## src/rtl/jtag_pkg.sv

```systemverilog
// Shared TAP definitions: 4-bit state encoding and default IR width.
package jtag_pkg;

   localparam int IR_LENGTH_DEFAULT = 5;

   typedef enum logic [3:0] {
      TAP_EX2DR   = 4'h0,
      TAP_EX1DR   = 4'h1,
      TAP_SHDR    = 4'h2,
      TAP_PAUSEDR = 4'h3,
      TAP_SELIR   = 4'h4,
      TAP_UPDDR   = 4'h5,
      TAP_CAPDR   = 4'h6,
      TAP_SELDR   = 4'h7,
      TAP_EX2IR   = 4'h8,
      TAP_EX1IR   = 4'h9,
      TAP_SHIR    = 4'hA,
      TAP_PAUSEIR = 4'hB,
      TAP_RTI     = 4'hC,
      TAP_UPDIR   = 4'hD,
      TAP_CAPIR   = 4'hE,
      TAP_TLR     = 4'hF
   } tap_state_e;

endpackage

```

## src/rtl/jtag_ir_shifter.sv

```systemverilog
// Instruction register: capture/shift chain plus the held (updated) instruction.
module jtag_ir_shifter
   import jtag_pkg::*;
#(
   parameter int                   IR_LENGTH    = IR_LENGTH_DEFAULT,
   parameter logic [IR_LENGTH-1:0] IDCODE_INSTR = IR_LENGTH'(1)
) (
   input  logic                 clock,
   input  logic                 reset,
   input  tap_state_e           state,
   input  logic                 enter_tlr,
   input  logic                 tdi,
   output logic                 shift_lsb,
   output logic [IR_LENGTH-1:0] instruction
);

   logic [IR_LENGTH-1:0] shift_q, shift_d;
   logic [IR_LENGTH-1:0] instr_q, instr_d;

   // Next-value logic: capture loads ...01, shift pulls TDI in at the MSB, update latches.
   always_comb begin
      shift_d = shift_q;
      instr_d = instr_q;
      case (state)
         TAP_CAPIR: shift_d = IR_LENGTH'(1);
         TAP_SHIR:  shift_d = {tdi, shift_q[IR_LENGTH-1:1]};
         TAP_UPDIR: instr_d = shift_q;
         default:   ;
      endcase
      // Any edge that lands in Test-Logic-Reset restores the IDCODE instruction.
      if (enter_tlr) instr_d = IDCODE_INSTR;
   end

   // Register the shifter and the instruction; TRST forces reset values.
   always_ff @(posedge clock or negedge reset) begin
      if (!reset) begin
         shift_q <= '0;
         instr_q <= IDCODE_INSTR;
      end else begin
         shift_q <= shift_d;
         instr_q <= instr_d;
      end
   end

   assign shift_lsb   = shift_q[0];
   assign instruction = instr_q;

endmodule

```

## src/rtl/jtag_tap_controller.sv

```systemverilog
// IEEE 1149.1 TAP controller: state machine, DR strobes, TDO mux and IR.
// Handshake note: there is no valid/ready flow here; every output is a pure
// function of the registered state (plus shifter LSB / chain data for TDO).
module jtag_tap_controller
   import jtag_pkg::*;
#(
   parameter int                   IR_LENGTH    = IR_LENGTH_DEFAULT,
   parameter logic [IR_LENGTH-1:0] IDCODE_INSTR = IR_LENGTH'(1),
   parameter logic [IR_LENGTH-1:0] BYPASS_INSTR = '1
) (
   input  logic                 clock,
   input  logic                 reset,
   input  logic                 io_tms,
   input  logic                 io_tdi,
   output logic                 io_chainOut_capture,
   output logic                 io_chainOut_shift,
   output logic                 io_chainOut_update,
   input  logic                 io_chainIn_data,
   output logic [IR_LENGTH-1:0] io_instruction,
   output logic                 io_tdo,
   output logic                 io_tdo_driven,
   output logic                 io_testLogicReset,
   output logic                 io_bypass_sel,
   output logic [3:0]           io_dbg_state
);

   tap_state_e state_q, state_d;
   logic       ir_lsb;

   // Next-state table: first arm is TMS=1, second TMS=0.
   always_comb begin
      state_d = state_q;
      case (state_q)
         TAP_TLR:     state_d = io_tms ? TAP_TLR   : TAP_RTI;
         TAP_RTI:     state_d = io_tms ? TAP_SELDR : TAP_RTI;
         TAP_SELDR:   state_d = io_tms ? TAP_SELIR : TAP_CAPDR;
         TAP_CAPDR:   state_d = io_tms ? TAP_EX1DR : TAP_SHDR;
         TAP_SHDR:    state_d = io_tms ? TAP_EX1DR : TAP_SHDR;
         TAP_EX1DR:   state_d = io_tms ? TAP_UPDDR : TAP_PAUSEDR;
         TAP_PAUSEDR: state_d = io_tms ? TAP_EX2DR : TAP_PAUSEDR;
         TAP_EX2DR:   state_d = io_tms ? TAP_UPDDR : TAP_SHDR;
         TAP_UPDDR:   state_d = io_tms ? TAP_SELDR : TAP_RTI;
         TAP_SELIR:   state_d = io_tms ? TAP_TLR   : TAP_CAPIR;
         TAP_CAPIR:   state_d = io_tms ? TAP_EX1IR : TAP_SHIR;
         TAP_SHIR:    state_d = io_tms ? TAP_EX1IR : TAP_SHIR;
         TAP_EX1IR:   state_d = io_tms ? TAP_UPDIR : TAP_PAUSEIR;
         TAP_PAUSEIR: state_d = io_tms ? TAP_EX2IR : TAP_PAUSEIR;
         TAP_EX2IR:   state_d = io_tms ? TAP_UPDIR : TAP_SHIR;
         TAP_UPDIR:   state_d = io_tms ? TAP_SELDR : TAP_RTI;
         default:     state_d = TAP_TLR;
      endcase
   end

   // State register; TRST overrides TMS and parks the controller in TLR.
   always_ff @(posedge clock or negedge reset) begin
      if (!reset) state_q <= TAP_TLR;
      else        state_q <= state_d;
   end

   jtag_ir_shifter #(
      .IR_LENGTH    (IR_LENGTH),
      .IDCODE_INSTR (IDCODE_INSTR)
   ) u_ir (
      .clock       (clock),
      .reset       (reset),
      .state       (state_q),
      .enter_tlr   (state_d == TAP_TLR),
      .tdi         (io_tdi),
      .shift_lsb   (ir_lsb),
      .instruction (io_instruction)
   );

   // Strobes and TDO decode straight from the state register; distinct
   // state compares make the three strobes mutually exclusive.
   always_comb begin
      io_chainOut_capture = (state_q == TAP_CAPDR);
      io_chainOut_shift   = (state_q == TAP_SHDR);
      io_chainOut_update  = (state_q == TAP_UPDDR);
      io_testLogicReset   = (state_q == TAP_TLR);
      io_tdo_driven       = (state_q == TAP_SHIR) || (state_q == TAP_SHDR);
      io_tdo              = 1'b0;
      if (state_q == TAP_SHIR)      io_tdo = ir_lsb;
      else if (state_q == TAP_SHDR) io_tdo = io_chainIn_data;
   end

   assign io_bypass_sel = (io_instruction == BYPASS_INSTR);
   assign io_dbg_state  = state_q;

endmodule

```

## config.mk

```make
export PLATFORM = sky130hd
export DESIGN_NAME = jtag_tap_controller
export DESIGN_NICKNAME = d
export VERILOG_FILES = /design/src/rtl/jtag_pkg.sv /design/src/rtl/jtag_ir_shifter.sv /design/src/rtl/jtag_tap_controller.sv
export SDC_FILE = /design/constraint.sdc
export NUM_CORES = 1
export LEC_CHECK = 0
export ABC_AREA = 1
export CORE_MARGIN = 2
export CORE_UTILIZATION = 53
export CTS_BUF_LIST = sky130_fd_sc_hd__clkbuf_4 sky130_fd_sc_hd__clkbuf_8
export DETAILED_ROUTE_END_ITERATION = 6
export GPL_ROUTABILITY_DRIVEN = 0
export PLACE_DENSITY = 0.89
export SYNTH_ARGS = -nofsm -noshare
export SYNTH_HDL_FRONTEND = slang
export SYNTH_HIERARCHICAL = 1
export SYNTH_SLANG_ARGS = --single-unit
```

## constraint.sdc

```tcl
create_clock -name clock -period 3.45 [get_ports clock]
set_input_delay 0.69 -clock clock [delete_from_list [all_inputs] [get_ports clock]]
set_output_delay 0.69 -clock clock [all_outputs]
set_load 0.05 [all_outputs]
```

# == After elaboration in Yosys (flattened, before gate mapping) ==
# Cells that the tools add are included.
# word_totals
reg_bits,14
latchBits,0
ram_bits,0
mem_bits_ro,0
input_bits,5
output_inout_bits,16
wordCells,45
memories,0
# classes
n_addsub,0
multipliers,0
n_div,0
order_cmp,0
n_eq_ne,17
shift,0
muxes,18
bitwise,0
n_reduce_logical,7
# ops
op,n
one-hot mux 4 bit (12 select lines),1
"equality test 4 bit, second input constant",9
"equality test 4 x 3 -> 1 bit, second input constant",4
2-to-1 mux 2 bit,6
2-to-1 mux 3 bit,4
2-to-1 mux 5 bit,2
one-hot mux 5 bit (2 select lines),1
"equality test 4 x 2 -> 1 bit, second input constant",2
"equality test 5 bit, second input constant",1
"equality test 4 x 1 -> 1 bit, second input constant",1
logical NOT 4 bit,1
2-to-1 mux 4 bit,1
nonzero test 2 bit,2
OR reduction 2 bit,2
2-to-1 mux 1 bit,3
OR reduction 3 bit,1
logical OR 1 bit,1

# == Logic depth before layout (Yosys ltp) ==
# Gate-level depths: netlist of run 1.
# logic_depth
depth_word,5
mapped_depth,11
ltp_nobuf,11

# == By module ==
# Netlist of run 1, hierarchy kept.
# modules_own_cells
module,instances,cells_per_inst,area_per_inst_um2,seq_area_each_um2
jtag_ir_shifter,1,53,501.7,251.5
jtag_tap_controller,1,49,310.3,105.1

# == Worst setup path before layout of run 1 ==
# OpenSTA, ideal clock, no wires.
# synth_path
path_kind,reg2out
start,"register state_q[2], in the netlist io_dbg_state[2]"
end,output port io_chainOut_update
t_arrival_ns,1.962
required_ns,2.760
path_slack_ns,0.798
path_stages_with_launch,3
n_path_buf,0
path_cell_list,dfstp_2 nand2_1 nor3_1
# synth_via
elab_chain_cells,1
# synth_lines
element,line,text
from (decl),jtag_tap_controller.sv:27,"tap_state_e state_q, state_d;"
from (signal assigned),jtag_tap_controller.sv:57,else state_q <= state_d;
equality test 4 x 3 -> 1 bit,jtag_tap_controller.sv:78,io_chainOut_update = (state_q == TAP_UPDDR);
to (decl),jtag_tap_controller.sv:17,"output logic io_chainOut_update,"
# Every way passes these cells.

# == Worst setup path in the final report of run 1 ==
# layout_path
start,"register state_q[1], in the netlist io_dbg_state[1]"
end,output port io_tdo
# layout_via
elab_chain_cells,3
word_cells_on_any_way,4
classes_between,eq/ne: 2; mux: 2
# layout_lines
element,line,text
equality test 4 x 2 -> 1 bit,jtag_tap_controller.sv:83,else if (state_q == TAP_SHDR) io_tdo = io_chainIn_data;
2-to-1 mux 1 bit,jtag_tap_controller.sv:83,
2-to-1 mux 1 bit *,jtag_tap_controller.sv:82,if (state_q == TAP_SHIR) io_tdo = ir_lsb;
to (decl),jtag_tap_controller.sv:20,"output logic io_tdo,"
# Every way passes the cells marked *; elsewhere a longest branch is shown, timed or not.

==> flow_metrics.env, run 1 <==
export IMPL_status="complete, no violations"
export IMPL_syn_num_nets=107
export IMPL_setup_viol=0
export IMPL_grtUsageMet1=0.250
export IMPL_swShare=0.513
export IMPL_antenna_found_initial=0
export IMPL_power_switching_mw=0.570
export IMPL_synth_avg_cell_area_um2=7.96
export IMPL_avgViaCountPerCell=5.12
export IMPL_cts_repair_resized=0
export IMPL_layout_common_cells="34 x nand2_1, 20 x clkdlybuf4s50_1, 14 x nand3_1"
export IMPL_hold_buffers=0
export IMPL_critical_path_arrival_ns=2.17
export IMPL_drt_wl_total_mm=1.64
export IMPL_cts_setup_buffers=0
export IMPL_chipWidth_um=43.1
export IMPL_rsz0062_at_grt="false"
export IMPL_cts_buffers_inserted=3
export IMPL_final_nets=132
export IMPL_start_kind="flop"
export IMPL_start_util=0.552
export IMPL_drc=0
export IMPL_use_met3=0.0511
export IMPL_num_rows=14
export IMPL_cp_end_kind="output port"
export IMPL_fmax_ghz=0.350
export IMPL_tritoncts="yes"
export IMPL_ys_seq_elements=14
export IMPL_instances_no_fill=142
export IMPL_die_area_um2=1860
export IMPL_path_class="flop to output port"
export IMPL_cts_buffer_depth=2
export IMPL_dr_pass1_iters=4
export IMPL_final_common_cell="nand2_1"
export IMPL_worstPathRequired_ns=2.76
export IMPL_grt_pass1_wl_mm=2.79
export IMPL_power_frac_clock=0.104
export IMPL_grt_overflow=0
export IMPL_dp_cells=138
export IMPL_syn_area_um2=812
export IMPL_dp_final_hpwl_mm=1.27
export IMPL_slew_headroom=0.605
export IMPL_cts_root_buffer="clkbuf_4"
export IMPL_p_int_mw=0.541
export IMPL_ir_worst_vdd_mv=0.864
export IMPL_multi_input_area_um2=377
export IMPL_grt_pass1_vias=629
export IMPL_clock_sinks=14
export IMPL_hold_path_class="flop to flop"
export IMPL_final_layout_size_suffix_gt1_frac=0.246
export IMPL_vias=727
export IMPL_final_setup_skew_ns=0.00336
export IMPL_die_y_um=43.1
export IMPL_boundaryPins=21
export IMPL_io_buffer_count=20
export IMPL_powerDensity_nw_per_um2=1040
export IMPL_core_area_um2=1470
export IMPL_num_fill_cells=120
export IMPL_p_leak_nw=0.547
export IMPL_clock_latency_ns=0.27
export IMPL_antenna_diode_count=0
export IMPL_syn_to_final_growth_pct=31.6
export IMPL_maxSlewViolCount=0
export IMPL_top_usage_layer="met2"
export IMPL_antenna_left=0
export IMPL_synth_cells=102
export IMPL_pwr_share_comb=0.581
export IMPL_yosys_warnings=6
export IMPL_yosysUniqueCellTypes=20
export IMPL_max_slew_worst_pin_slew_ns=0.591
export IMPL_clkSlewWorstSetupHoldPaths_ns=0.08
export IMPL_yosysSeqAreaShare=0.439
export IMPL_grt_max_degree=15
export IMPL_drt_initial_drc_count=20
export IMPL_seq_power_share=0.315
export IMPL_htreeDepth=1
export IMPL_seq_area_um2=357
export IMPL_finalCriticalPeriod_ns=2.86
export IMPL_setup_tns_ns=0
export IMPL_routedWlPerCell_um=11.5
export IMPL_hold_violations=0
export IMPL_cp_max_fo=10
export IMPL_grtUsageMet2=0.334
export IMPL_post_route_period_util=0.828
export IMPL_grt_use_total=0.204
export IMPL_drv_cap=0
## synthesized netlist by cell type (all sizes together)
| cell | n | area share |
|---|---|---|
| inv | 13 | 0.060 |
| nand3 | 16 | 0.12 |
| nor3 | 1 | 0.0062 |
| or2 | 1 | 0.0077 |
| nand2 | 42 | 0.22 |
| dfstp | 5 | 0.16 |
| a21oi | 1 | 0.0062 |
| nor3b | 1 | 0.0092 |
| nor2 | 8 | 0.065 |
| bufinv | 1 | 0.037 |
| dfrtp | 9 | 0.28 |
| o21ai | 4 | 0.025 |
## path summary, 6_finish.rpt
check / from / to / slack (ns) / cells after the start
hold reg to reg: u_ir/instruction[0] / u_ir/instruction[0] / 0.50 / 2
setup / recovery: io_dbg_state[1] / io_tdo / 0.59 / 7
max in group asynchronous: reset / u_ir/shift_q[2] / 2.28 / 1
hold / removal: u_ir/instruction[0] / u_ir/instruction[0] / 0.50 / 2
setup reg to reg: io_dbg_state[0] / u_ir/instruction[4] / 1.71 / 9
min in group asynchronous: reset / u_ir/instruction[1] / 0.78 / 1
## worst max-delay path, cell delays in order (launching register included)
cell	delay (ns)
dfstp_2	0.66
nand2_2	0.11
inv_1	0.08
nand3_1	0.08
inv_2	0.06
nand2_1	0.04
o21ai_1	0.06
clkdlybuf4s50_1	0.81
## kinds of logic (layout without fill, tap and decap cells)
kind of cell           count (synthesis)  in the layout  synth area share
AND/OR/NAND/NOR                       69             69             0.433
flip-flops                            14             14             0.439
buffers and inverters                 14             38            0.0971
AO/OA/AOI/OAI                          5              5            0.0308
## per-layer routing
layer	vias up	part of all wire
li1	369	-
met1	342	0.43
met2	16	0.53
met3	0	0.033
met4	0	0
met5	-	0
## cell type report
cell class,count,share of cell area
Tap cell,16,0.0187
Sequential cell,14,0.334
Timing Repair Buffer,20,0.187
Multi-Input combinational cell,74,0.352
Inverter,14,0.0738
Clock buffer,4,0.0340
## power groups by stage
stage,Combinational [mW],Sequential [mW],Clock [mW]
after floorplan,0.341,0.477,0
after global placement,0.633,0.350,0
after detailed placement,0.644,0.354,0
after CTS,0.649,0.351,0.120
after global routing,0.695,0.366,0.128
final,0.645,0.350,0.116
## through the flow
step                      setup WS, ns  utilization  power [mW]  instance area [µm²]  hold WS [ns]
after floorplan                  0.798            -       0.818                  812         0.394
after global placement           0.705        0.702       0.982                 1030         0.478
after detailed placement         0.694        0.702       0.997                 1030         0.493
after CTS                        0.576        0.726        1.12                 1070         0.508
after global routing             0.499        0.726        1.19                 1070         0.540
final                            0.595        0.726        1.11                 1070         0.502
## registers in the layout (all words and copies together), names as in the netlist
register	flops
u_ir/instruction	5
u_ir/shift_q	5
io_dbg_state	4
Note: power is estimated with default switching activity, not from simulation.
==> run 2, diff against run 1 <==
CORE_UTILIZATION = 49   (was 53)
PLACE_DENSITY = 0.83   (was 0.89)
clock period = 2.7 ns   (was 3.45 ns; I/O delays follow)
==> run 2 against run 1 <==
  * Sequential power increased by 28%
  * Global-route usage decreased by 0.93 points
  * Worst hold slack got worse by 0.0075 ns
  * Register-to-register slack got worse by 0.72 ns
  * Clock skew increased by 0.0017 ns
  * Combinational power increased by 27%
  * Core utilization decreased by 2.3 points
  * Non-clock buffer count unchanged
  * Die area increased by 7.4%
  * First-iteration DRC count decreased by 70%
  * Critical path type unchanged
  * Critical endpoint is now io_testLogicReset
==> flow_metrics.env, run 2 (synthesis results as in run 1) <==
export IMPL_antenna_left=0
export IMPL_boundaryPins=21
export IMPL_antenna_found_initial=0
export IMPL_cp_max_fo=11
export IMPL_worstPathRequired_ns=2.16
export IMPL_path_class="flop to output port"
export IMPL_ir_worst_vdd_mv=0.853
export IMPL_drc=0
export IMPL_die_y_um=44.7
export IMPL_cts_setup_buffers=0
export IMPL_setup_tns_ns=0
export IMPL_die_area_um2=2000
export IMPL_cp_end_kind="output port"
export IMPL_p_leak_nw=0.584
export IMPL_grt_use_total=0.195
export IMPL_drv_cap=0
export IMPL_status="complete, no violations"
export IMPL_dr_pass1_iters=4
export IMPL_powerDensity_nw_per_um2=1320
export IMPL_avgViaCountPerCell=5.06
export IMPL_final_nets=132
export IMPL_io_buffer_count=20
export IMPL_post_route_period_util=0.954
export IMPL_chipWidth_um=44.7
export IMPL_drt_wl_total_mm=1.57
export IMPL_instances_no_fill=142
export IMPL_layout_common_cells="34 x nand2_1, 17 x clkdlybuf4s50_1, 14 x nand3_1"
export IMPL_antenna_diode_count=0
export IMPL_dp_final_hpwl_mm=1.25
export IMPL_hold_violations=0
export IMPL_p_total_mw=1.41
export IMPL_start_util=0.533
export IMPL_clkSlewWorstSetupHoldPaths_ns=0.08
export IMPL_grt_overflow=0
export IMPL_maxSlewViolCount=0
export IMPL_finalCriticalPeriod_ns=2.58
export IMPL_grt_pass1_vias=658
export IMPL_setup_viol=0
export IMPL_vias=719
export IMPL_syn_to_final_growth_pct=31.9
export IMPL_drt_initial_drc_count=6
export IMPL_start_kind="flop"
export IMPL_clock_latency_ns=0.28
export IMPL_final_setup_skew_ns=0.00502
export IMPL_rsz0062_at_grt="false"
export IMPL_grt_pass1_wl_mm=2.73
export IMPL_critical_path_arrival_ns=2.04
export IMPL_final_common_cell="nand2_1"
export IMPL_hold_path_class="flop to flop"
export IMPL_slew_headroom=0.604
export IMPL_routedWlPerCell_um=11.1
export IMPL_cts_root_buffer="clkbuf_4"
export IMPL_dp_cells=138
export IMPL_fmax_ghz=0.388
export IMPL_cts_buffers_inserted=3
export IMPL_core_area_um2=1520
export IMPL_htreeDepth=1
export IMPL_max_slew_worst_pin_slew_ns=0.592
export IMPL_clock_sinks=14
export IMPL_final_layout_size_suffix_gt1_frac=0.254
export IMPL_grt_max_degree=15
export IMPL_tritoncts="yes"
export IMPL_num_rows=14
export IMPL_cts_buffer_depth=2
-- run 2: cell type report --
cell class,instances,area [µm²]
well taps,16,20.0
fillers,131,453
repair buffers,20,203
inverters,14,78.8
clock buffers,4,36.3
flip-flops and latches,14,357
multi-input cells,74,377
-- run 2: worst max-delay path, stage by stage, from the launching register on --
cell,delay [ns]
dfstp_2,0.67
nand2_1,0.12
inv_2,0.07
nand2_2,0.06
inv_1,0.06
clkdlybuf4s50_1,0.79
-- run 2: metal layers --
| layer | up-vias | global-route usage | wire, µm |
|---|---|---|---|
| met5 | - | 0 | 0 |
| met4 | 0 | 0.0909 | 11 |
| met3 | 2 | 0.0600 | 58 |
| met2 | 12 | 0.313 | 835 |
| met1 | 337 | 0.238 | 668 |
| li1 | 368 | - | - |
-- run 2: metrics by stage --
stage	util	setup WS (ns)	hold slack, ns	area [µm²]
after floorplan	-	0.198	0.244	812
after global placement	0.676	0.398	0.479	1030
after detailed placement	0.676	0.379	0.490	1030
after CTS	0.700	0.0541	0.503	1070
after global routing	0.703	0.00504	0.530	1070
final	0.703	0.124	0.495	1070
-- run 2: where the power goes --
| part | total, mW | switching [mW] | leakage, nW | internal, mW |
|---|---|---|---|---|
| clock network | 0.146 | 0.0642 | 0.0210 | 0.0820 |
| registers | 0.447 | 0.127 | 0.175 | 0.320 |
| logic | 0.817 | 0.529 | 0.388 | 0.287 |
| total | 1.41 | 0.721 | 0.584 | 0.689 |
-- run 2: repair_timing --
item | CTS | global route
resized for setup | 0 | 2
hold buffers | 0 | 0
setup endpoints to repair | 0 | 2
-- run 2: path summary, 6_finish.rpt --
check / start / to / slack, ns / cells after the start
worst max register to register: io_dbg_state[1] / u_ir/instruction[2] / 0.99 / 9
worst max-delay path: io_dbg_state[2] / io_testLogicReset / 0.12 / 5
worst min register to register: u_ir/instruction[0] / u_ir/instruction[0] / 0.49 / 2
worst min-delay path: u_ir/instruction[0] / u_ir/instruction[0] / 0.49 / 2
min in group asynchronous: reset / u_ir/instruction[1] / 0.63 / 1
max in group asynchronous: reset / u_ir/shift_q[4] / 1.68 / 1
